File: src/rtl/hazard_pkg.sv
// Shared types and default sizes for the hazard scoreboard slice.
// Latency: n/a (declarations only).
// Backpressure: n/a.
package hazard_pkg;

    localparam int REG_ADDR_W_DEF = 3;
    localparam int DEPTH_DEF      = 3;
    // Entries store specifiers at a fixed width so one struct type serves
    // every REG_ADDR_W up to this limit; narrower specifiers are zero-extended.
    localparam int REG_ADDR_W_MAX = 8;
    localparam int SEL_W          = 3;

    typedef logic [REG_ADDR_W_MAX-1:0] regAddr_t;

    typedef struct packed {
        logic     valid;
        regAddr_t rd;
        logic     isLoad;
    } entry_t;

endpackage

File: src/rtl/hazard_src_match.sv
// Matches one decode source against all in-flight entries, youngest wins.
// Latency: purely combinational.
// Backpressure: none; the parent turns loadUse/anyMatch into a stall.
//
// Ports: srcUsed/idValid/src describe the source; entries is the in-flight
// window (index 0 = youngest); anyMatch = any hit, sel = 1 + youngest hit
// index (0 = none), loadUse = youngest hit is a load sitting in entry 0.
module hazard_src_match
    import hazard_pkg::*;
#(
    parameter int REG_ADDR_W = REG_ADDR_W_DEF,
    parameter int DEPTH      = DEPTH_DEF
) (
    input  logic                  srcUsed,
    input  logic                  idValid,
    input  logic [REG_ADDR_W-1:0] src,
    input  entry_t [DEPTH-1:0]    entries,
    output logic                  anyMatch,
    output logic                  loadUse,
    output logic [SEL_W-1:0]      sel
);

    regAddr_t         srcWide;
    logic [DEPTH-1:0] hit;
    logic             selIsLoad;

    assign srcWide = regAddr_t'(src);

    for (genvar i = 0; i < DEPTH; i++) begin : g_hit
        assign hit[i] = srcUsed & idValid & entries[i].valid & (entries[i].rd == srcWide);
    end

    // Walk oldest to youngest so the last assignment is the youngest hit.
    always_comb begin
        sel       = '0;
        selIsLoad = 1'b0;
        for (int i = DEPTH - 1; i >= 0; i--) begin
            if (hit[i]) begin
                sel       = SEL_W'(i + 1);
                selIsLoad = entries[i].isLoad;
            end
        end
    end

    assign anyMatch = |hit;
    // Only a load still in EX cannot be forwarded in time.
    assign loadUse  = hit[0] & selIsLoad;

endmodule

File: src/rtl/hazard_scoreboard.sv
// Tracks in-flight destination registers and raises stall / forward selects.
// Latency: stall and fwd selects are combinational from decode and entry state.
// Backpressure: stall holds fetch/decode and injects a bubble into entry 0.
//
// Ports: clk, rst (async, active high); id_* describe the decode instruction;
// flush kills the decode instruction; stall, fwd_rs_sel, fwd_rt_sel
// (0 = regfile, k = entry k-1) and saturating stall_cnt are outputs.
module hazard_scoreboard
    import hazard_pkg::*;
#(
    parameter int REG_ADDR_W = REG_ADDR_W_DEF,
    parameter int DEPTH      = DEPTH_DEF,
    parameter int FWD_EN     = 0
) (
    input  logic                  clk,
    input  logic                  rst,
    input  logic                  id_valid,
    input  logic [REG_ADDR_W-1:0] id_rs,
    input  logic [REG_ADDR_W-1:0] id_rt,
    input  logic                  id_rs_used,
    input  logic                  id_rt_used,
    input  logic                  id_wr_en,
    input  logic [REG_ADDR_W-1:0] id_rd,
    input  logic                  id_is_load,
    input  logic                  flush,
    output logic                  stall,
    output logic [SEL_W-1:0]      fwd_rs_sel,
    output logic [SEL_W-1:0]      fwd_rt_sel,
    output logic [15:0]           stall_cnt
);

    entry_t [DEPTH-1:0] entries;
    entry_t             newEntry;

    logic               rsAny, rtAny;
    logic               rsLoadUse, rtLoadUse;
    logic [SEL_W-1:0]   rsSel, rtSel;
    logic               stallRaw;

    hazard_src_match #(.REG_ADDR_W(REG_ADDR_W), .DEPTH(DEPTH)) uRsMatch (
        .srcUsed  (id_rs_used),
        .idValid  (id_valid),
        .src      (id_rs),
        .entries  (entries),
        .anyMatch (rsAny),
        .loadUse  (rsLoadUse),
        .sel      (rsSel)
    );

    hazard_src_match #(.REG_ADDR_W(REG_ADDR_W), .DEPTH(DEPTH)) uRtMatch (
        .srcUsed  (id_rt_used),
        .idValid  (id_valid),
        .src      (id_rt),
        .entries  (entries),
        .anyMatch (rtAny),
        .loadUse  (rtLoadUse),
        .sel      (rtSel)
    );

    // Without forwarding every pending producer blocks; with forwarding only
    // a load-use pair does.
    assign stallRaw = (FWD_EN != 0) ? (rsLoadUse | rtLoadUse) : (rsAny | rtAny);

    // flush is used only as a mask: the instruction it kills must not stall
    // or consume a forward.
    assign stall      = stallRaw & ~flush;
    assign fwd_rs_sel = ((FWD_EN != 0) && !flush) ? rsSel : '0;
    assign fwd_rt_sel = ((FWD_EN != 0) && !flush) ? rtSel : '0;

    always_comb begin
        newEntry        = '0;
        newEntry.valid  = id_valid & id_wr_en;
        newEntry.rd     = regAddr_t'(id_rd);
        newEntry.isLoad = id_is_load;
    end

    // Older entries always advance; only the decode slot is bubbled on
    // stall or flush.
    always_ff @(posedge clk or posedge rst) begin
        if (rst) begin
            entries <= '0;
        end else begin
            entries[0] <= (stall | flush) ? entry_t'('0) : newEntry;
            for (int i = 1; i < DEPTH; i++) begin
                entries[i] <= entries[i-1];
            end
        end
    end

    always_ff @(posedge clk or posedge rst) begin
        if (rst) begin
            stall_cnt <= '0;
        end else if (stall && (stall_cnt != 16'hFFFF)) begin
            stall_cnt <= stall_cnt + 16'd1;
        end
    end

endmodule
File: config.mk
export PLATFORM = sky130hd
export DESIGN_NAME = hazard_scoreboard
export DESIGN_NICKNAME = d
export VERILOG_FILES = /design/src/rtl/hazard_pkg.sv /design/src/rtl/hazard_src_match.sv /design/src/rtl/hazard_scoreboard.sv
export SDC_FILE = /design/constraint.sdc
export NUM_CORES = 1
export LEC_CHECK = 0
export CORE_UTILIZATION = 40
export CTS_BUF_LIST = sky130_fd_sc_hd__clkbuf_8
export CTS_CLUSTER_SIZE = 40
export DETAILED_ROUTE_END_ITERATION = 10
export DONT_BUFFER_PORTS = 1
export PLACE_DENSITY = 0.55
export SYNTH_ARGS = -nofsm -noshare
export SYNTH_HDL_FRONTEND = slang
export SYNTH_HIERARCHICAL = 1
export SYNTH_SLANG_ARGS = --single-unit
File: constraint.sdc
create_clock -name clk -period 2.8 [get_ports clk]
set_clock_uncertainty 0.05 [all_clocks]
set_input_delay 0.7 -clock clk [delete_from_list [all_inputs] [get_ports clk]]
set_output_delay 0.7 -clock clk [all_outputs]
set_load 0.1 [all_outputs]
* Word level (Yosys, flattened, before mapping)
Index checks and enable logic that the tools add are counted.
** Word-level totals
- Word-level logic and storage cells :: 38
- Input port bits :: 17
- Bits in registers :: 43
** Cells by class
- Add/sub/neg operators :: 1
- Equality and inequality tests :: 7
- Multiplexer cells :: 1
- Bitwise gates (word level) :: 19
- Reductions and logical operators :: 3
** Operators by type and width (count)
- $eq 8x3->1 :: 6
- $add 16x1->16 const B :: 1
- $and 1x1->1 :: 16
- $ne 16x16->1 const B :: 1
- $mux 10 :: 1
- $reduce_or 3->1 :: 2
- $or 1x1->1 :: 2
- $logic_and 1x1->1 :: 1
- $not 1->1 :: 1

* Logic depth before layout (Yosys ltp)
- Depth in word-level cells :: 8
- Gate-level depth with buffers :: 9
- Depth with buffers taken out :: 9

* Cells and area by module
Netlist, hierarchy kept.
** By module, submodules not included
- hazard_scoreboard :: sequential area each 775.7 µm², cells each 103, times used 1, area an instance 1298.7 µm²
- hazard_src_match :: sequential area each 0.0 µm², cells each 30, times used 2, area an instance 242.7 µm²

* Worst setup path before layout
No wires, ideal clock.
- Path type :: input port to flip-flop
- Start point :: in id_rt[1]
- End point :: reg stall_cnt[10]
- Path buffers :: 0
- Data required time :: 2.587 ns
- Data arrival time :: 2.507 ns
- Stages on the path :: 9
- Path slack :: 0.080 ns
- Setup time :: 0.163 ns
- Cells stage by stage :: xor2_1 > nor3_2 > nand4_1 > nand3_1 > o21bai_4 > inv_2 > nand2_1 > a2111oi_0 > xor2_1
** On the way
- Cells in the longest elaborated chain, start to end :: 6
- Elaborated cells on any way between the ends :: 10
** RTL lines
- from (decl) :: RTL line hazard_scoreboard.sv:19 : input logic [REG_ADDR_W-1:0] id_rt,
- $eq 8x3->1 :: RTL line hazard_src_match.sv:30 : assign hit[i] = srcUsed & idValid & entries[i].valid & (entries[i].rd == srcWide);
- $and 1x1->1 :: RTL line hazard_src_match.sv:30
- $reduce_or 3->1 * :: RTL line hazard_src_match.sv:45 : assign anyMatch = |hit;
- named net rtAny :: RTL line hazard_scoreboard.sv:35 : logic rsAny, rtAny;
- $or 1x1->1 * :: RTL line hazard_scoreboard.sv:62 : assign stallRaw = (FWD_EN != 0) ? (rsLoadUse | rtLoadUse) : (rsAny | rtAny);
- $and 1x1->1 * :: RTL line hazard_scoreboard.sv:66 : assign stall = stallRaw & ~flush;
- named net stall :: RTL line hazard_scoreboard.sv:26 : output logic stall,
- $logic_and 1x1->1 * :: RTL line hazard_scoreboard.sv:93 : end else if (stall && (stall_cnt != 16'hFFFF)) begin
- to (signal assigned) :: RTL line hazard_scoreboard.sv:94 : stall_cnt <= stall_cnt + 16'd1;
- to (decl) :: RTL line hazard_scoreboard.sv:29 : output logic [15:0] stall_cnt
The timed path passes the listed nets; every way through them passes the cells marked *.
A chain may end at the register's enable or synchronous reset.

* Worst setup path in the final report
- Start point :: reg, netlist name entries[1]
- End point :: out stall
** On the way
- Cells in the longest elaborated chain, start to end :: 5
- Elaborated cells on any way between the ends :: 8
** RTL lines (RTL line)
- $eq 8x3->1 :: hazard_src_match.sv:30
- $and 1x1->1 :: hazard_src_match.sv:30
- $reduce_or 3->1 :: hazard_src_match.sv:45
- named net rtAny :: hazard_scoreboard.sv:35
- $or 1x1->1 :: hazard_scoreboard.sv:62
- $and 1x1->1 :: hazard_scoreboard.sv:66
- to (decl) :: hazard_scoreboard.sv:26
The timed path passes the listed nets, and every way through them passes these cells.

==> summary.md <==
| Metric | Value |
|---|---|
| Status | finished, final reports clean |
| Die span in x | 65.5 um |
| Core area | 3770 sq um |
| 1st-iter DRT viols | 30 |
| Global route overflow | 0 |
| DRC viols | 0 |
| Post-Synthesis Cells | 145 |
| Share of cells above drive strength 1 | 0.196 |
| Final hold vios | 0 |
| Starting Density | 0.428 |
| Worst-Skew Late Latency | 0.27 ns |
| Critical Path AT | 1.77 ns |
| Routed WL | 3030 um |
| Startpoint class of the critical path | flip-flop |
| Antenna Diode Count | 0 |
| Warnings, synthesis | 6 |
| Die H | 65.5 um |
| Syn-to-layout area delta | 20.2% |
| Pin count of the biggest net entering global routing | 29 |
| RSZ-0062 raised after global routing | no |
| Post-Syn Area per Cell | 11.1 sq um |
| Period utilisation layout | 0.900 |
| Final nets | 213 |
| Overall Global Routing Usage | 0.168 |
| Setup ws final | 0.281 ns |
| Clock-pin slew on the worst setup and hold paths | 0.09 ns |
| Vias in the first global route | 1239 |
| Critical Path RT | 2.05 ns |
| Place WS | 0.197 ns |
| Max_cap viols | 0 |
| Pleak | 0.990 nW |
| # Post-CTS Setup Buffers | 0 |
| Initial antenna violation count | 0 |
| Path depth of the worst reg2reg path | 9 |
| CTS H-tree lvls | 1 |
| R2R setup slack | 0.52 ns |
| CTS Buffer Depth | 2 |
| Min Tclk post-route | 2.52 ns |
| Element type at the critical path end | primary output |
| DR pass1 iterations | 4 |
| Row cnt | 22 |
| Maximum fanout along the worst path | 6 |
| Hold crit path type | input port to async pin |
| Total power | 0.763 mW |
| Reg-to-Reg Start | entries[1] |
| Routed wire per std cell | 12.5 um |
| Post-route ant nets | 0 |
| Port Buffers | 0 |
| Num CTS Buffers | 3 |
| Vias | 1177 |
| First-pass GRT wire length | 5440 um |
| Routability Congestion | 0.817 |
| CP Class | flip-flop to primary output |
| Pwr Density | 393 nW/um^2 |
| Worst r2r dst | stall_cnt[10] |
| HPWL Detailed | 2430 um |
| Max Freq | 0.397 GHz |
| CP cell instances | xor2_1 > nor3_2 > nand4_1 > nand3_1 > o21bai_4 > inv_2 > buf_12 |
| Slowest CP cell | dfrtp_1 |
| CTS Root Cell | clkbuf_8 |
| Die area | 4290 sq um |
| # IOs | 40 |
| Largest vdd supply drop | 0.000183 V |
| CTS tree | yes |
| Clock sinks | 28 |
| Slowest stage delay, CP | 0.42 ns |
| Hold buffer count at CTS | 0 |
| Via density | 4.86 |
| Slew HR | 0.602 |
| Slew @ Worst Pin | 0.581 ns |
| Final setup TNS | 0 ns |
| Post-synthesis instance area | 1610 sq um |
| Max-slew violations | 0 |
| Final setup vio count | 0 |
| Post-cts resize count | 0 |
==> worst max-delay path: cells and delay by family (launching register included) <==
kind	cells	cell delay [ns]
buffers and inverters	2	0.29
flip-flops	1	0.42
AND/OR/NAND/NOR	3	0.48
XOR/XNOR	1	0.18
AO/OA/AOI/OAI	1	0.13
==> per-layer routing <==
metal,vias up,global-route usage,wire length [um]
met5,-,0,0
met4,0,0.0679,59
met3,7,0.0278,139
met2,30,0.293,1570
met1,563,0.204,1260
li1,577,-,-
==> worst max-delay path by stage <==
| stage | startpoint | endpoint | slack (ns) | cells after the start |
|---|---|---|---|---|
| detailed placement | id_rs[1] | stall_cnt[10] | 0.20 | 9 |
| global placement | id_rt[1] | stall_cnt[10] | 0.27 | 9 |
| CTS | entries[22] | stall | 0.26 | 7 |
| finish | entries[1] | stall | 0.28 | 7 |
| floorplan | id_rt[1] | stall_cnt[10] | 0.14 | 9 |
| global route | entries[12] | stall | 0.16 | 7 |
==> registers in the layout, indices dropped and copies added (netlist names) <==
register,flops
entries,12
stall_cnt,16
==> final cells by class <==
class	instances	area, sq um
inverter	2	7.51
timing repair buffer	18	148
fill	343	1830
tap	48	60.1
multi-input combinational	142	968
sequential	28	701
clock buffer	4	55.1
==> metrics by stage <==
stage | area (sq um) | instances | utilization | hold slack (ns)
finish | 1940 | 242 | 0.514 | 0.324
global route | 1940 | 242 | 0.514 | 0.359
CTS | 1940 | 242 | 0.514 | 0.331
detailed placement | 1880 | 238 | 0.500 | 0.325
global placement | 1880 | 238 | 0.500 | 0.316
floorplan | 1740 | 180 | - | 0.309
==> power breakdown <==
group	switching (mW)	internal, mW	total [mW]
combinational	0.0738	0.0234	0.0972
clock	0.119	0.126	0.245
sequential	0.00822	0.413	0.421
total	0.201	0.562	0.763
==> cells in the final DEF, fill, tap and decap left out, types with 2 or more instances in the layout <==
cell       instances
nor4b_4            3
a2111oi_0          2
nor3_2             6
nor2_1            12
nor4b_1            2
and3_1             3
clkbuf_8           4
nand4_1           10
xor2_1            30
nor3_1             6
buf_4             17
nor4b_2            2
nand2_1            5
nand3_1            7
conb_1            36
and2_1             5
dfrtp_1           28
Note: power is estimated with default switching activity, not from simulation.
